### src/rtl/gray_count_rx_pkg.sv
// rtl/gray_count_rx_pkg.sv - gray/binary conversion helpers shared by the gray count receiver
package gray_pkg;

   localparam int GRAY_FN_W      = 32;
   localparam int NUMBER_OF_BITS = 4;
   localparam int PTR_MAX        = (1 << NUMBER_OF_BITS) - 1;

   // Narrower counts are zero-extended into the 32-bit argument; leading zeros leave the low bits exact.
   function automatic logic [GRAY_FN_W-1:0] bin2gray(input logic [GRAY_FN_W-1:0] bin);
      return bin ^ (bin >> 1);
   endfunction

   function automatic logic [GRAY_FN_W-1:0] gray2bin(input logic [GRAY_FN_W-1:0] gray);
      logic [GRAY_FN_W-1:0] bin;
      bin[GRAY_FN_W-1] = gray[GRAY_FN_W-1];
      for (int i = GRAY_FN_W - 2; i >= 0; i--) begin
         bin[i] = bin[i+1] ^ gray[i];
      end
      return bin;
   endfunction

endpackage

### src/rtl/gray_count_rx_if.sv
// rtl/gray_count_rx_if.sv - event handshake between the gray count receiver and its consumer
interface gray_count_rx_if #(
   parameter int NUMBER_OF_BITS = 4
);
   logic                      ev_valid;
   logic                      ev_ready;
   logic [NUMBER_OF_BITS-1:0] pending;

   modport master (output ev_valid, output pending, input ev_ready);
   modport slave  (input ev_valid, input pending, output ev_ready);
endinterface

### src/rtl/gray_count_rx_sync.sv
// rtl/gray_count_rx_sync.sv - WIDTH-wide two-flop synchronizer with synchronous active-high reset
module sync_2ff_sr #(
   parameter int WIDTH = 4
) (
   input  logic             clk,
   input  logic             rst,
   input  logic [WIDTH-1:0] d,
   output logic [WIDTH-1:0] q
);
   logic [WIDTH-1:0] s1_q, s1_d;
   logic [WIDTH-1:0] s2_q, s2_d;

   // Nothing sits between the two stages so the first flop has a full cycle to resolve.
   always_comb begin
      s1_d = d;
      s2_d = s1_q;
   end

   always_ff @(posedge clk) begin
      if (rst) begin
         s1_q <= '0;
         s2_q <= '0;
      end else begin
         s1_q <= s1_d;
         s2_q <= s2_d;
      end
   end

   assign q = s2_q;
endmodule

### src/rtl/gray_count_rx.sv
// rtl/gray_count_rx.sv - receives a foreign-domain gray count and turns each increment into one event
module gray_count_rx
   import gray_pkg::*;
#(
   parameter int NUMBER_OF_BITS = 4,
   parameter int MAX_STEP       = 1,
   parameter int AFULL_THRESH   = 12
) (
   input  logic                      clk,
   input  logic                      rst,
   input  logic [NUMBER_OF_BITS-1:0] gray_in,
   gray_count_rx_if.master           ev,
   output logic [NUMBER_OF_BITS-1:0] rem_count,
   output logic                      afull,
   output logic                      step_err
);
   localparam logic [NUMBER_OF_BITS-1:0] CNT_MAX   = '1;
   localparam logic [NUMBER_OF_BITS-1:0] STEP_MAX  = NUMBER_OF_BITS'(MAX_STEP);
   localparam logic [NUMBER_OF_BITS-1:0] AFULL_LVL = NUMBER_OF_BITS'(AFULL_THRESH);

   logic [NUMBER_OF_BITS-1:0] gray_s2;
   logic [NUMBER_OF_BITS-1:0] rem_bin;
   logic [NUMBER_OF_BITS-1:0] step;
   logic [NUMBER_OF_BITS-1:0] pend;
   logic                      accept;

   logic [NUMBER_OF_BITS-1:0] rem_ptr_q, rem_ptr_d;
   logic [NUMBER_OF_BITS-1:0] loc_ptr_q, loc_ptr_d;
   logic                      step_err_q, step_err_d;

   sync_2ff_sr #(.WIDTH(NUMBER_OF_BITS)) u_sync (
      .clk (clk),
      .rst (rst),
      .d   (gray_in),
      .q   (gray_s2)
   );

   always_comb begin
      rem_bin    = NUMBER_OF_BITS'(gray2bin(GRAY_FN_W'(gray_s2)));
      step       = rem_bin - rem_ptr_q;
      pend       = rem_ptr_q - loc_ptr_q;
      accept     = (pend != '0) && ev.ev_ready;
      rem_ptr_d  = rem_bin;
      loc_ptr_d  = loc_ptr_q + NUMBER_OF_BITS'(accept);
      step_err_d = step_err_q;
      // A too-large step, or one that would wrap pending past zero, is flagged but still followed.
      if ((step > STEP_MAX) || (step > (CNT_MAX - pend))) begin
         step_err_d = 1'b1;
      end
   end

   always_ff @(posedge clk) begin
      if (rst) begin
         rem_ptr_q  <= '0;
         loc_ptr_q  <= '0;
         step_err_q <= 1'b0;
      end else begin
         rem_ptr_q  <= rem_ptr_d;
         loc_ptr_q  <= loc_ptr_d;
         step_err_q <= step_err_d;
      end
   end

   assign ev.pending  = pend;
   assign ev.ev_valid = (pend != '0);
   assign rem_count   = rem_ptr_q;
   assign afull       = (pend >= AFULL_LVL);
   assign step_err    = step_err_q;
endmodule

### src/flat_wrapper.sv
// flat-port wrapper written by rule: the top's interface ports become plain ports
module gray_count_rx_flat import gray_pkg::*;
#(
   parameter int NUMBER_OF_BITS = 4,
   parameter int MAX_STEP       = 1,
   parameter int AFULL_THRESH   = 12
)
  (clk, rst, gray_in, rem_count, afull, step_err, ev_ev_valid, ev_pending, ev_ev_ready);
  gray_count_rx_if #(.NUMBER_OF_BITS(NUMBER_OF_BITS)) ev_i ();
  input  logic clk;
  input  logic rst;
  input  logic [NUMBER_OF_BITS-1:0] gray_in;
  output logic [NUMBER_OF_BITS-1:0] rem_count;
  output logic afull;
  output logic step_err;
  output wire logic [$bits(ev_i.ev_valid)-1:0] ev_ev_valid;
  output wire logic [$bits(ev_i.pending)-1:0] ev_pending;
  input wire logic [$bits(ev_i.ev_ready)-1:0] ev_ev_ready;
  assign ev_ev_valid = ev_i.ev_valid;
  assign ev_pending = ev_i.pending;
  assign ev_i.ev_ready = ev_ev_ready;
  gray_count_rx #(.NUMBER_OF_BITS(NUMBER_OF_BITS), .MAX_STEP(MAX_STEP), .AFULL_THRESH(AFULL_THRESH)) u_core (.clk(clk), .rst(rst), .gray_in(gray_in), .ev(ev_i), .rem_count(rem_count), .afull(afull), .step_err(step_err));
endmodule
### config.mk
export PLATFORM = sky130hd
export DESIGN_NAME = gray_count_rx_flat
export DESIGN_NICKNAME = d
export VERILOG_FILES = /design/src/rtl/gray_count_rx_pkg.sv /design/src/rtl/gray_count_rx_if.sv /design/src/rtl/gray_count_rx_sync.sv /design/src/rtl/gray_count_rx.sv /design/src/flat_wrapper.sv
export SDC_FILE = /design/constraint.sdc
export NUM_CORES = 1
export LEC_CHECK = 0
export CAP_MARGIN = 20
export CORE_MARGIN = 10
export CORE_UTILIZATION = 47
export CTS_BUF_LIST = sky130_fd_sc_hd__clkbuf_8
export DETAILED_ROUTE_END_ITERATION = 10
export PLACE_DENSITY = 0.77
export SYNTH_ARGS = -nofsm -noshare
export SYNTH_HDL_FRONTEND = slang
export SYNTH_SLANG_ARGS = --single-unit
### constraint.sdc
create_clock -name clk -period 2.7 [get_ports clk]
set_input_delay 0.54 -clock clk [delete_from_list [all_inputs] [get_ports clk]]
set_output_delay 0.54 -clock clk [all_outputs]
set_load 0.03 [all_outputs]
== Word-level counts from Yosys, hierarchy flattened ==
Index checks and enable logic that the tools add are counted.

* Add/subtract/negate cells: 4
* $lt $le $gt $ge: 3
* Bitwise operators: 3
* Reduce and logical (&&, ||, !) cells: 3

{| class="wikitable"
|+ Operators with widths
! cell !! count
|-
| 4-bit subtractor || 2
|-
| 4-bit by 1-bit adder with 4-bit output || 1
|-
| 4-bit greater-or-equal comparator (second input constant) || 1
|-
| 4-bit by 1-bit greater-than comparator with 1-bit output (second input constant) || 1
|-
| 4-bit greater-than comparator || 1
|-
| 4-bit nonzero test || 1
|-
| 4-bit subtractor (first input constant) || 1
|-
| 1-bit bitwise XOR || 3
|-
| 1-bit logical AND || 1
|-
| 1-bit logical OR || 1
|}

* Flip-flop bits (word level): 17
* Input bits: 7
* Output and inout port bits: 11
* Logic and storage cells: 18

== Logic depth before layout (Yosys ltp) ==
* Depth after elaboration: 6
* Gate-level depth with buffers: 12
* Gate-level depth less buffers: 12

== Hierarchy ==
A second synthesis with hierarchy kept.

* Cells, all modules: 87
* Area total of the unflattened synthesis: 889.6 um^2

{| class="wikitable"
|+ By module, submodules not included
! module !! times used !! cells an instance !! area an instance (um^2) !! seq. area each (um^2)
|-
| gray_count_rx || 1 || 71 || 679.4 || 180.2
|-
| sync_2ff_sr || 1 || 16 || 210.2 || 160.2
|}

== Worst setup path before layout ==
OpenSTA, ideal clock, no wires.

* Path kind: register to register
* From: register u_core.u_sync.s2_q[3] (netlist: u_core.u_sync.q[3])
* To: register u_core.step_err_q (netlist: u_core.step_err)
* Setup time: 120 ps
* Arrival: 2506 ps
* Required time: 2580 ps
* Slack: 74 ps
* Cell stages (with the launch flop): 12
* Buffers on the path: 0
* Clock period less this slack: 2626 ps
* Cells stage by stage: dfxtp_1 xor2_2 xnor2_2 xor2_1 ha_1 fa_1 inv_1 ha_1 nor2b_1 o21ai_0 a21oi_1 o31a_1

* Cells in the longest elaborated chain, start to end: 6
* Elaborated cells between the ends (all ways): 7
* Those cells by class: add/sub (1); order compare (2); bitwise (3); reduce/logical (1)

{| class="wikitable"
|+ Ends and longest elaborated chain
! what !! line !! text
|-
| from (decl) || gray_count_rx_sync.sv:11 || <nowiki>logic [WIDTH-1:0] s2_q, s2_d;</nowiki>
|-
| from (signal assigned) || gray_count_rx_sync.sv:22 || <nowiki>s2_q <= '0;</nowiki>
|-
| from (signal assigned) || gray_count_rx_sync.sv:25 || <nowiki>s2_q <= s2_d;</nowiki>
|-
| 1-bit bitwise XOR * || gray_count_rx_pkg.sv:17 || <nowiki>bin[i] = bin[i+1] ^ gray[i];</nowiki>
|-
| via u_core.rem_bin[2] || gray_count_rx.sv:22 || <nowiki>logic [NUMBER_OF_BITS-1:0] rem_bin;</nowiki>
|-
| 1-bit bitwise XOR (2 in series) || gray_count_rx_pkg.sv:17 ||
|-
| 4-bit subtractor * || gray_count_rx.sv:40 || <nowiki>step = rem_bin - rem_ptr_q;</nowiki>
|-
| 4-bit by 1-bit greater-than comparator with 1-bit output or 4-bit greater-than comparator (tied branches) || gray_count_rx.sv:47 || <nowiki>if ((step > STEP_MAX) || (step > (CNT_MAX - pend))) begin</nowiki>
|-
| 1-bit logical OR * || gray_count_rx.sv:47 ||
|-
| to (signal assigned) || gray_count_rx.sv:60 || <nowiki>step_err_q <= step_err_d;</nowiki>
|-
| to (decl) || gray_count_rx.sv:29 || <nowiki>logic step_err_q, step_err_d;</nowiki>
|}

Mark *: on every way through the listed nets, which the timed path passes. The rest lies on a longest branch.
A chain may end at the register's enable or synchronous reset.

== Final worst setup path ==
* From: register u_core.rem_ptr_q[0] (netlist: u_core.rem_count[0])
* To: output port ev_pending[1]

* Cells in the longest elaborated chain, start to end: 1

{| class="wikitable"
|+ Ends and longest elaborated chain
! what !! line !! text
|-
| from (decl) || gray_count_rx.sv:27 || <nowiki>logic [NUMBER_OF_BITS-1:0] rem_ptr_q, rem_ptr_d;</nowiki>
|-
| from (signal assigned) || gray_count_rx.sv:58 || <nowiki>rem_ptr_q <= rem_ptr_d;</nowiki>
|-
| 4-bit subtractor || gray_count_rx.sv:41 || <nowiki>pend = rem_ptr_q - loc_ptr_q;</nowiki>
|-
| to (decl) || flat_wrapper.sv:17 || <nowiki>output wire logic [$bits(ev_i.pending)-1:0] ev_pending;</nowiki>
|}

No other way between the ends.

==> reports/metrics.csv <==
metric;value;unit
power.density;917;nW/µm²
top_layer_used;met4;
dieHeight;63.7;µm
multiInputGateArea;510;µm²
die_w;63.7;µm
status;finished clean;
dpl_cell_area;1130;µm²
combPwrFrac;56.6;%
setup_tns;0;ns
crit_arrival;2.06;ns
worstSetupStartpointType;flop;
via_per_inst;4.61;
critPathRequiredTime;2.16;ns
synthesis.nets;110;
met2_length;857;µm
clkSinkCount;17;
place_congestion;0.766;
firstDrtPassIters;3;
swShare;40.9;%
fp-row-count;15;
ys_seq_area_share;37.9;%
layout.nets;138;
core_area;1760;µm²
power_frac_seq;26.9;%
setup_viol;0;
root_buffer;clkbuf_8;
clock_latency;0.25;ns
nFillCells;152;
boundaryPins;18;
diodes;0;
drive_gt1_share;16.4;%
cts-buffers-inserted;3;
p_leak;0.548;nW
maxSlewViolCount;0;
synth_area;897;µm²
layout_commonest_cell;dfxtp_1;
drt_iter0_drc;4;
final_area;1190;µm²
vias;650;
cp_max_fo;3;
max_slew_margin;59.2;%
end_kind;output pin;
power_switching;445;µW
grt-ovfl-total;0;
p_int;644;µW
fin_util;67.3;%
clock_power_share;16.5;%
syn_to_final_growth;32.4;%
final_cell_mix;16 x dfxtp_1, 13 x inv_1, 13 x nor2b_1, 13 x clkdlybuf4s50_1, 11 x ha_1;
max_freq;384;MHz
vdd_drop_max;0.000600;V
cts_hold_buffers;0;
ys_warn_count;0;
rsz0062_at_grt;yes;
maxCapViolations;0;
skew;0.00622;ns
die_area;4060;µm²
dp_hpwl;1410;µm
htreeDepth;1;
ys_seq_elements;17;
wl;1660;µm
antenna_left;0;
postSynthCellCount;89;
hold_ws;0.441;ns
wl_met3;127;µm
synthFlopType;dfxtp_1;
path_clk_slew;0.07;ns
drc;0;
io_buffers;17;
wl_met1;667;µm
antenna_found_initial;0;
hold_viol_final;0;
clk_path_buf_depth;2;
yosysUniqueCellTypes;23;
min_period;2.60;ns
grt_max_degree;18;
grt_pass1_wl;2770;µm
cts_tree;yes;
syn_avg_cell_area;10.1;µm²
fin_crit_sh;96.4;%
worstSetupPathType;flop to output pin;
seq_area;342;µm²
p_total;1.09;mW
routedWlPerCell;11.8;µm
synth-edff-count;0;
synthArstFlopShare;0;%
first_global_vias;671;
hp-class;flop to flop;
grt_usage;8.35;%
worstMarginPinSlew;0.610;ns
start_util;50.9;%
[synth_stat cells, drive strengths merged (2+ instances only)]
library cell / count / area, µm²
inv: 12 / 45.0
a21oi: 2 / 10.0
xor2: 3 / 33.8
dfxtp: 17 / 340
xnor2: 8 / 77.6
nor2: 6 / 25.0
fa: 2 / 40.0
ha: 12 / 150
o21ai: 3 / 15.0
nand2: 2 / 7.51
nor2b: 14 / 95.1
[power groups by stage]
stage	logic, mW	clock network, mW	registers, mW
global placement	0.606	0	0.298
CTS	0.614	0.185	0.294
detailed placement	0.634	0	0.299
global route	0.678	0.200	0.297
finish	0.616	0.180	0.293
floorplan	0.404	0	0.310
[metal layers]
metal  GRT usage (%)  vias up
li1                -      338
met1            7.78      296
met2            15.5       14
met3            4.77        2
met4            1.64        0
met5               0        -
[cell type report]
cell class	instances	area share, %
Sequential cell	17	28.8
Timing Repair Buffer	24	18.0
Clock inverter	1	0.316
Multi-Input combinational cell	59	43.0
Tap cell	25	2.63
Clock buffer	3	3.48
Inverter	12	3.79
[worst max-delay path: stages, from the launching register on]
cell and delay, ns:
dfxtp_1 0.32, inv_1 0.06, ha_1 0.15, inv_1 0.05, fa_1 0.54, clkdlybuf4s50_1 0.69
[state kept, by name (all words and copies together) (netlist names)]
| register | count |
|---|---|
| u_core.loc_ptr_q | 4 |
| u_core.rem_count | 4 |
| u_core.step_err | 1 |
| u_core.u_sync.q | 4 |
| u_core.u_sync.s1_q | 4 |
[path summary, 6_finish.rpt]
kind / endpoint / from / slack, ns / cells past startpoint
worst max-delay path: ev_pending[1] / u_core.rem_count[0] / 0.1 / 5
worst max register to register: u_core.step_err / u_core.u_sync.q[3] / 0.11 / 11
worst min-delay path: u_core.u_sync.q[2] / u_core.u_sync.s1_q[2] / 0.44 / 1
worst min register to register: u_core.u_sync.q[2] / u_core.u_sync.s1_q[2] / 0.44 / 1
[timing repair]
item                       4_1_cts  5_1_grt
resized for setup                3        7
setup buffers                    0        2
pin swaps                        0        7
setup endpoints to repair        3        5
[per-stage QoR]
step | std cells | setup slack, ns
after floorplan | 89 | 0.0745
after global placement | 135 | 0.0684
after detailed placement | 135 | 0.0173
after CTS | 139 | 0.0134
after global routing | 141 | -0.0600
final | 141 | 0.0970
[cells by family after synthesis]
group | after synthesis | synth area share, %
adders and majority gates | 14 | 21.2
xor gates and xnor gates | 11 | 12.4
AOI/OAI and AO/OA | 8 | 6.28
DFF | 17 | 37.9
and+or+nand+nor | 26 | 16.7
buffers and inverters | 13 | 5.44
(Power assumes the default switching activity.)
